`src/rtl/mdu_pkg.sv`:
```
// Shared encodings for the multiply/divide unit: Op codes, FSM states, divide-by-zero fill.
package mdu_pkg;

   localparam logic [2:0] MD_MULT  = 3'd0;
   localparam logic [2:0] MD_MULTU = 3'd1;
   localparam logic [2:0] MD_DIV   = 3'd2;
   localparam logic [2:0] MD_DIVU  = 3'd3;
   localparam logic [2:0] MD_MTHI  = 3'd4;
   localparam logic [2:0] MD_MTLO  = 3'd5;

   typedef enum logic [1:0] {
      StIdle = 2'd0,
      StRun  = 2'd1,
      StFix  = 2'd2
   } mdu_state_e;

   // LO is filled with this bit on a divide by zero (all-ones quotient).
   localparam logic MD_DIV0_FILL = 1'b1;

endpackage

```
`src/rtl/mult_div_unit_if.sv`:
```
// Request/response bundle between control/register file and the multiply/divide unit.
interface mult_div_unit_if #(
   parameter int unsigned WIDTH = 32
);
   logic             Start;
   logic [2:0]       Op;
   logic [WIDTH-1:0] A;
   logic [WIDTH-1:0] B;
   logic             Busy;
   logic             Done;
   logic [WIDTH-1:0] HI;
   logic [WIDTH-1:0] LO;

   modport master (output Start, Op, A, B, input Busy, Done, HI, LO);
   modport slave  (input Start, Op, A, B, output Busy, Done, HI, LO);
endinterface

```
`src/rtl/mdu_sign_fix.sv`:
```
// Conditional two's-complement negation; used both as abs() and as result sign correction.
module mdu_sign_fix #(
   parameter int unsigned WIDTH = 32
) (
   input  logic [WIDTH-1:0] value_i,
   input  logic             negate_i,
   output logic [WIDTH-1:0] value_o
);

   // Pass through or negate.
   always_comb begin
      value_o = negate_i ? -value_i : value_i;
   end

endmodule

```
`src/rtl/mult_div_unit.sv`:
```
// Iterative shift-add multiplier / restoring divider with architectural HI/LO registers.
module mult_div_unit
   import mdu_pkg::*;
#(
   parameter int unsigned WIDTH = 32
) (
   input logic             clk,
   input logic             reset,
   mult_div_unit_if.slave  bus
);

   localparam int unsigned CntW = $clog2(WIDTH);

   mdu_state_e         state_q;
   logic [CntW-1:0]    cnt_q;
   logic               is_div_q;
   logic               b_zero_q;
   logic               neg_res_q;
   logic               neg_rem_q;
   logic [WIDTH-1:0]   a_q;
   logic [WIDTH-1:0]   opnd_q;      // multiplicand magnitude or divisor magnitude
   logic [2*WIDTH-1:0] acc_q;       // {upper, lower}: product, or {remainder, dividend/quotient}
   logic [WIDTH-1:0]   hi_q;
   logic [WIDTH-1:0]   lo_q;
   logic               busy_q;
   logic               done_q;

   logic               is_md;
   logic               is_div;
   logic               sgn_op;
   logic [WIDTH-1:0]   abs_a;
   logic [WIDTH-1:0]   abs_b;
   logic [2*WIDTH-1:0] mul_next;
   logic [2*WIDTH-1:0] div_next;
   logic [WIDTH:0]     mul_sum;
   logic [WIDTH:0]     div_shift;
   logic [WIDTH:0]     div_trial;
   logic [2*WIDTH-1:0] prod_fix;
   logic [WIDTH-1:0]   quo_fix;
   logic [WIDTH-1:0]   rem_fix;

   assign is_md  = (bus.Op == MD_MULT) || (bus.Op == MD_MULTU) ||
                   (bus.Op == MD_DIV)  || (bus.Op == MD_DIVU);
   assign is_div = (bus.Op == MD_DIV) || (bus.Op == MD_DIVU);
   assign sgn_op = (bus.Op == MD_MULT) || (bus.Op == MD_DIV);

   mdu_sign_fix #(.WIDTH(WIDTH)) u_abs_a (
      .value_i  (bus.A),
      .negate_i (sgn_op && bus.A[WIDTH-1]),
      .value_o  (abs_a)
   );

   mdu_sign_fix #(.WIDTH(WIDTH)) u_abs_b (
      .value_i  (bus.B),
      .negate_i (sgn_op && bus.B[WIDTH-1]),
      .value_o  (abs_b)
   );

   mdu_sign_fix #(.WIDTH(2 * WIDTH)) u_fix_prod (
      .value_i  (acc_q),
      .negate_i (neg_res_q),
      .value_o  (prod_fix)
   );

   mdu_sign_fix #(.WIDTH(WIDTH)) u_fix_quo (
      .value_i  (acc_q[WIDTH-1:0]),
      .negate_i (neg_res_q),
      .value_o  (quo_fix)
   );

   mdu_sign_fix #(.WIDTH(WIDTH)) u_fix_rem (
      .value_i  (acc_q[2*WIDTH-1:WIDTH]),
      .negate_i (neg_rem_q),
      .value_o  (rem_fix)
   );

   // One iteration of shift-add multiply and restoring shift-subtract divide.
   always_comb begin
      mul_sum   = {1'b0, acc_q[2*WIDTH-1:WIDTH]} + (acc_q[0] ? {1'b0, opnd_q} : '0);
      mul_next  = {mul_sum, acc_q[WIDTH-1:1]};
      div_shift = {acc_q[2*WIDTH-1:WIDTH], acc_q[WIDTH-1]};
      div_trial = div_shift - {1'b0, opnd_q};
      // Remainder is always below the divisor, so the trial fits WIDTH+1 signed bits.
      div_next  = {div_trial[WIDTH] ? div_shift[WIDTH-1:0] : div_trial[WIDTH-1:0],
                   acc_q[WIDTH-2:0], ~div_trial[WIDTH]};
   end

   // Control FSM, operand/accumulator registers and HI/LO.
   always_ff @(posedge clk) begin
      if (reset) begin
         state_q   <= StIdle;
         cnt_q     <= '0;
         is_div_q  <= 1'b0;
         b_zero_q  <= 1'b0;
         neg_res_q <= 1'b0;
         neg_rem_q <= 1'b0;
         a_q       <= '0;
         opnd_q    <= '0;
         acc_q     <= '0;
         hi_q      <= '0;
         lo_q      <= '0;
         busy_q    <= 1'b0;
         done_q    <= 1'b0;
      end else begin
         done_q <= 1'b0;
         unique case (state_q)
            StIdle: begin
               if (bus.Start && is_md) begin
                  state_q   <= StRun;
                  busy_q    <= 1'b1;
                  cnt_q     <= '0;
                  is_div_q  <= is_div;
                  b_zero_q  <= (bus.B == '0);
                  neg_res_q <= sgn_op && (bus.A[WIDTH-1] ^ bus.B[WIDTH-1]);
                  neg_rem_q <= sgn_op && bus.A[WIDTH-1];
                  a_q       <= bus.A;
                  opnd_q    <= is_div ? abs_b : abs_a;
                  acc_q     <= {{WIDTH{1'b0}}, is_div ? abs_a : abs_b};
               end else if (bus.Start && bus.Op == MD_MTHI) begin
                  hi_q <= bus.A;
               end else if (bus.Start && bus.Op == MD_MTLO) begin
                  lo_q <= bus.A;
               end
            end
            StRun: begin
               acc_q <= is_div_q ? div_next : mul_next;
               cnt_q <= cnt_q + CntW'(1);
               if (cnt_q == CntW'(WIDTH - 1)) begin
                  state_q <= StFix;
               end
            end
            StFix: begin
               if (is_div_q && b_zero_q) begin
                  // Divide by zero keeps the dividend in HI regardless of signedness.
                  hi_q <= a_q;
                  lo_q <= {WIDTH{MD_DIV0_FILL}};
               end else if (is_div_q) begin
                  hi_q <= rem_fix;
                  lo_q <= quo_fix;
               end else begin
                  hi_q <= prod_fix[2*WIDTH-1:WIDTH];
                  lo_q <= prod_fix[WIDTH-1:0];
               end
               state_q <= StIdle;
               busy_q  <= 1'b0;
               done_q  <= 1'b1;
            end
            default: begin
               state_q <= StIdle;
               busy_q  <= 1'b0;
            end
         endcase
      end
   end

   assign bus.Busy = busy_q;
   assign bus.Done = done_q;
   assign bus.HI   = hi_q;
   assign bus.LO   = lo_q;

endmodule

```
`src/flat_wrapper.sv`:
```
// flat-port wrapper written by rule: the top's interface ports become plain ports
module mult_div_unit_flat import mdu_pkg::*;
#(
   parameter int unsigned WIDTH = 32
)
  (clk, reset, bus_Start, bus_Op, bus_A, bus_B, bus_Busy, bus_Done, bus_HI, bus_LO);
  mult_div_unit_if #(.WIDTH(WIDTH)) bus_i ();
  input logic clk;
  input logic reset;
  input wire logic [$bits(bus_i.Start)-1:0] bus_Start;
  input wire logic [$bits(bus_i.Op)-1:0] bus_Op;
  input wire logic [$bits(bus_i.A)-1:0] bus_A;
  input wire logic [$bits(bus_i.B)-1:0] bus_B;
  output wire logic [$bits(bus_i.Busy)-1:0] bus_Busy;
  output wire logic [$bits(bus_i.Done)-1:0] bus_Done;
  output wire logic [$bits(bus_i.HI)-1:0] bus_HI;
  output wire logic [$bits(bus_i.LO)-1:0] bus_LO;
  assign bus_i.Start = bus_Start;
  assign bus_i.Op = bus_Op;
  assign bus_i.A = bus_A;
  assign bus_i.B = bus_B;
  assign bus_Busy = bus_i.Busy;
  assign bus_Done = bus_i.Done;
  assign bus_HI = bus_i.HI;
  assign bus_LO = bus_i.LO;
  mult_div_unit #(.WIDTH(WIDTH)) u_core (.clk(clk), .reset(reset), .bus(bus_i));
endmodule
```
`config.mk`:
```
export PLATFORM = sky130hd
export DESIGN_NAME = mult_div_unit_flat
export DESIGN_NICKNAME = d
export VERILOG_FILES = /design/src/rtl/mdu_pkg.sv /design/src/rtl/mult_div_unit_if.sv /design/src/rtl/mdu_sign_fix.sv /design/src/rtl/mult_div_unit.sv /design/src/flat_wrapper.sv
export SDC_FILE = /design/constraint.sdc
export NUM_CORES = 1
export LEC_CHECK = 0
export BUFFER_PORTS_ARGS = -buffer_cell sky130_fd_sc_hd__buf_2
export CAP_MARGIN = 30
export CORE_AREA = 2 2 208 149
export DETAILED_ROUTE_END_ITERATION = 8
export DIE_AREA = 0 0 210 151
export PLACE_DENSITY = 0.73
export SLEW_MARGIN = 10
export SYNTH_ARGS = -nofsm -noshare
export SYNTH_HDL_FRONTEND = slang
export SYNTH_SLANG_ARGS = --single-unit
```
`constraint.sdc`:
```
create_clock -name clk -period 9.5 [get_ports clk]
set_input_delay 1.9 -clock clk [delete_from_list [all_inputs] [get_ports clk]]
set_output_delay 1.9 -clock clk [all_outputs]
set_load 0.05 [all_outputs]
```
==> metrics.yaml <==
die:
  fp.coreArea_um2: 29640
  die_h_um: 151
  initial_core_util_pct: 54.46
  dieArea_um2: 31710
  die_x_um: 210
  pin_count: 136
  row_count: 53
detailed_routing:
  avgViaCountPerCell: 6.708
  first_pass_iters: 6
  drt-total-wl_um: 62770
  ant_nets: 0
  first_iter_violations: 2494
  wire_per_inst_um: 23.87
  vias: 17640
  drc: 0
layout:
  fin_util_pct: 59.61
  layout.nets: 2373
  mostFrequentLayoutCells: "a21oi_1 (259), nand2_1 (254), nor2_1 (206)"
  instances_no_fill: 2630
  drive_gt1_share_pct: 10.20
  final_common_cell: "a21oi_1"
  syn2layout_area_growth_pct: 9.455
setup_path:
  reg2reg_depth: 14
  critPathTopFamily: "compound AO/OA/AOI/OAI gates"
  path_cells: "inv_1, ha_1, fa_1, nand2b_1, a21oi_1, o22ai_1, o31ai_1, a21oi_1, o41ai_1, clkbuf_2, xor2_4, buf_4, mux2_2, o21ai_0"
  r2r-start: "u_core.acc_q[31]"
  cpPeakStageDelay_ps: 580
  arrival_ps: 5080
  cp-start-kind: "register"
  path_common_cell: "a21oi_1"
  path_class: "register to register"
  crit_fanout: 30
  r2r_setup_slack_ps: 4850
  r2r_end: "u_core.acc_q[32]"
  end_kind: "register"
  path_buf_inv: 3
  crit_required_ps: 9940
  cp_slowest_cell: "o41ai_1"
cts:
  cts_resized: 0
  clock_latency_ps: 540
  clock_path_buffers: 3
  cts_tree: "yes"
  htree_levels: 1
  clk_pin_slew_worst_paths_ps: 60
  numCtsBuffers: 23
  root_buffer: "clkbuf_16"
  postCtsHoldBufs: 0
  numClockSinks: 205
  cts_setup_buffers: 0
place:
  gp_congestion: 0.9916
  place_ws_ps: 4570
  dp.cells: 2587
  dp_hpwl_um: 47460
  place.port_buffers: 135
worst_hold_path:
  hp-class: "register to register"
  hold_depth: 2
  holdPathEnd: "u_core.bus.LO[21]"
  min-delay-start: "u_core.bus.LO[21]"
global_route:
  antenna_found_initial: 2
  overflow: 0
  grt_max_degree: 91
  grt_usage_pct: 38.68
  grt_pass1_wl_um: 94140
  grt_pass1_vias: 15770
job:
  drv_cap: 0
timing:
  finalSetupViolations: 0
  min_period_over_period_pct: 48.90
  fin_ws_ps: 4855
  hold-worst-slack_ps: 446.2
  slew_headroom_pct: 29.16
  grt_setup_unrepaired: "false"
  tns_ps: 0
  hold_violations: 0
  worstMarginPinSlew_ps: 1054
  min_period_ps: 4645
  finalMaxSlewViolations: 0
  fin_skew_ps: 22.70
  max_freq_mhz: 215.3
yosys:
  synth_fp_nets: 2350
  synth_edf_count: 0
  yosys_warnings: 0
  syn_area_per_cell_um2: 7.312
  synth-seq-area-share_pct: 25.42
  synthAdderAreaFrac_pct: 5.673
  synth.distinct_cells: 77
  synth_mux_area_share_pct: 4.177
  synthSimpleGateAreaFrac_pct: 19.85
  syn_area_um2: 16140
  synth_seq_cells: 205
  ys_async_sr_fraction_pct: 0
  synth_compound_gate_area_share_pct: 29.81
  syn_inst: 2208
  synth_xor_area_share_pct: 9.440
  synth_top_family_by_area: "compound AO/OA/AOI/OAI gates"
  ys.flop_type: "dfxtp_1"
outcome:
  status: "completed"
power_and_ir_drop:
  peakVddDrop_mv: 0.1128
  leakagePower_nw: 6.945
  powerDensity_nw_per_um2: 139.0
## tightest hold or removal path: cells and delay by family (launching register included)
kind	cells	cell delay (ps)
compound gates	1	50
flops	1	300
simple gates	1	50
## through the flow
step / power (mW) / cell area (µm²)
after floorplan: 1.386 / 16140
after global placement: 1.571 / 16910
after detailed placement: 1.579 / 16930
after CTS: 2.429 / 17620
after global routing: 2.534 / 17670
final: 2.455 / 17670
## layout make-up
type / instances / area [µm²]
flip-flops and latches: 205 / 4105
clock inverters: 4 / 30.03
multi-input cells: 1765 / 11190
repair buffers: 166 / 938.4
fillers: 2801 / 11970
inverters: 70 / 262.8
well taps: 385 / 481.7
clock buffers: 34 / 656.9
diodes: 1 / 2.502
## Yosys cell counts (5+ instances only)
library cell | number | area share (%)
a211oi_1 | 65 | 3.0
a21boi_0 | 5 | 0.23
a21o_1 | 33 | 1.5
a21oi_1 | 259 | 8.0
a221oi_1 | 26 | 1.4
a222oi_1 | 6 | 0.37
a22oi_1 | 40 | 1.9
a31oi_1 | 25 | 0.97
and2_1 | 10 | 0.39
and3_1 | 11 | 0.43
buf_1 | 14 | 0.33
buf_2 | 6 | 0.19
clkbuf_1 | 147 | 3.4
dfxtp_1 | 205 | 25
ha_1 | 70 | 5.4
inv_1 | 69 | 1.6
mux2i_1 | 64 | 4.0
nand2_1 | 254 | 5.9
nand2b_1 | 24 | 0.93
nand3_1 | 23 | 0.71
nand4_1 | 17 | 0.66
nor2_1 | 209 | 4.9
nor2b_1 | 15 | 0.58
nor3_1 | 59 | 1.8
nor3b_1 | 6 | 0.28
nor4_1 | 18 | 0.70
o2111ai_1 | 7 | 0.38
o211ai_1 | 25 | 1.2
o21a_1 | 11 | 0.51
o21ai_0 | 126 | 3.9
o21bai_1 | 10 | 0.46
o221ai_1 | 37 | 2.0
o22ai_1 | 7 | 0.27
o31ai_1 | 16 | 0.74
o41ai_1 | 13 | 0.71
or2_2 | 7 | 0.27
or3_1 | 18 | 0.70
or4_1 | 13 | 0.60
xnor2_1 | 107 | 5.8
xor2_1 | 67 | 3.6
## kinds of logic (layout without fill, tap and decap cells)
family / after synthesis / after routing
AND/OR/NAND/NOR: 701 / 701
flip-flops: 205 / 205
XOR/XNOR: 174 / 174
other: 0 / 1
multiplexers: 67 / 67
adder cells (fa/ha/maj): 72 / 72
AO/OA/AOI/OAI: 751 / 751
buffers and inverters: 238 / 274
## report_power, final
group          total [mW]  internal (mW)  switching (mW)
Clock               0.866          0.476           0.390
Sequential          0.950          0.896          0.0536
Combinational       0.640          0.225           0.415
## registers in the layout, summed over array words and instances, names as in the netlist
register,cells
u_core.a_q,32
u_core.acc_q,64
u_core.b_zero_q,1
u_core.bus.Busy,1
u_core.bus.Done,1
u_core.bus.HI,32
u_core.bus.LO,32
u_core.cnt_q,5
u_core.is_div_q,1
u_core.neg_rem_q,1
u_core.neg_res_q,1
u_core.opnd_q,32
u_core.state_q,2
## worst max path at each step
| stage | start | end | depth (start not counted) |
|---|---|---|---|
| after detailed placement | bus_B[4] | u_core.opnd_q[30] | 9 |
| after floorplan | bus_B[4] | u_core.acc_q[21] | 9 |
| after global placement | bus_B[4] | u_core.opnd_q[30] | 9 |
| after CTS | u_core.acc_q[31] | u_core.acc_q[33] | 12 |
| after global routing | u_core.acc_q[31] | u_core.acc_q[32] | 14 |
| final | u_core.acc_q[31] | u_core.acc_q[32] | 14 |
## routing by layer
| metal | track usage (%) | routed length (µm) |
|---|---|---|
| met2 | 55.42 | 25210 |
| met4 | 11.95 | 1980 |
| met3 | 9.641 | 8268 |
| met1 | 56.55 | 27320 |
| met5 | 0 | 0 |
Power figures use the tool's default switching activity.
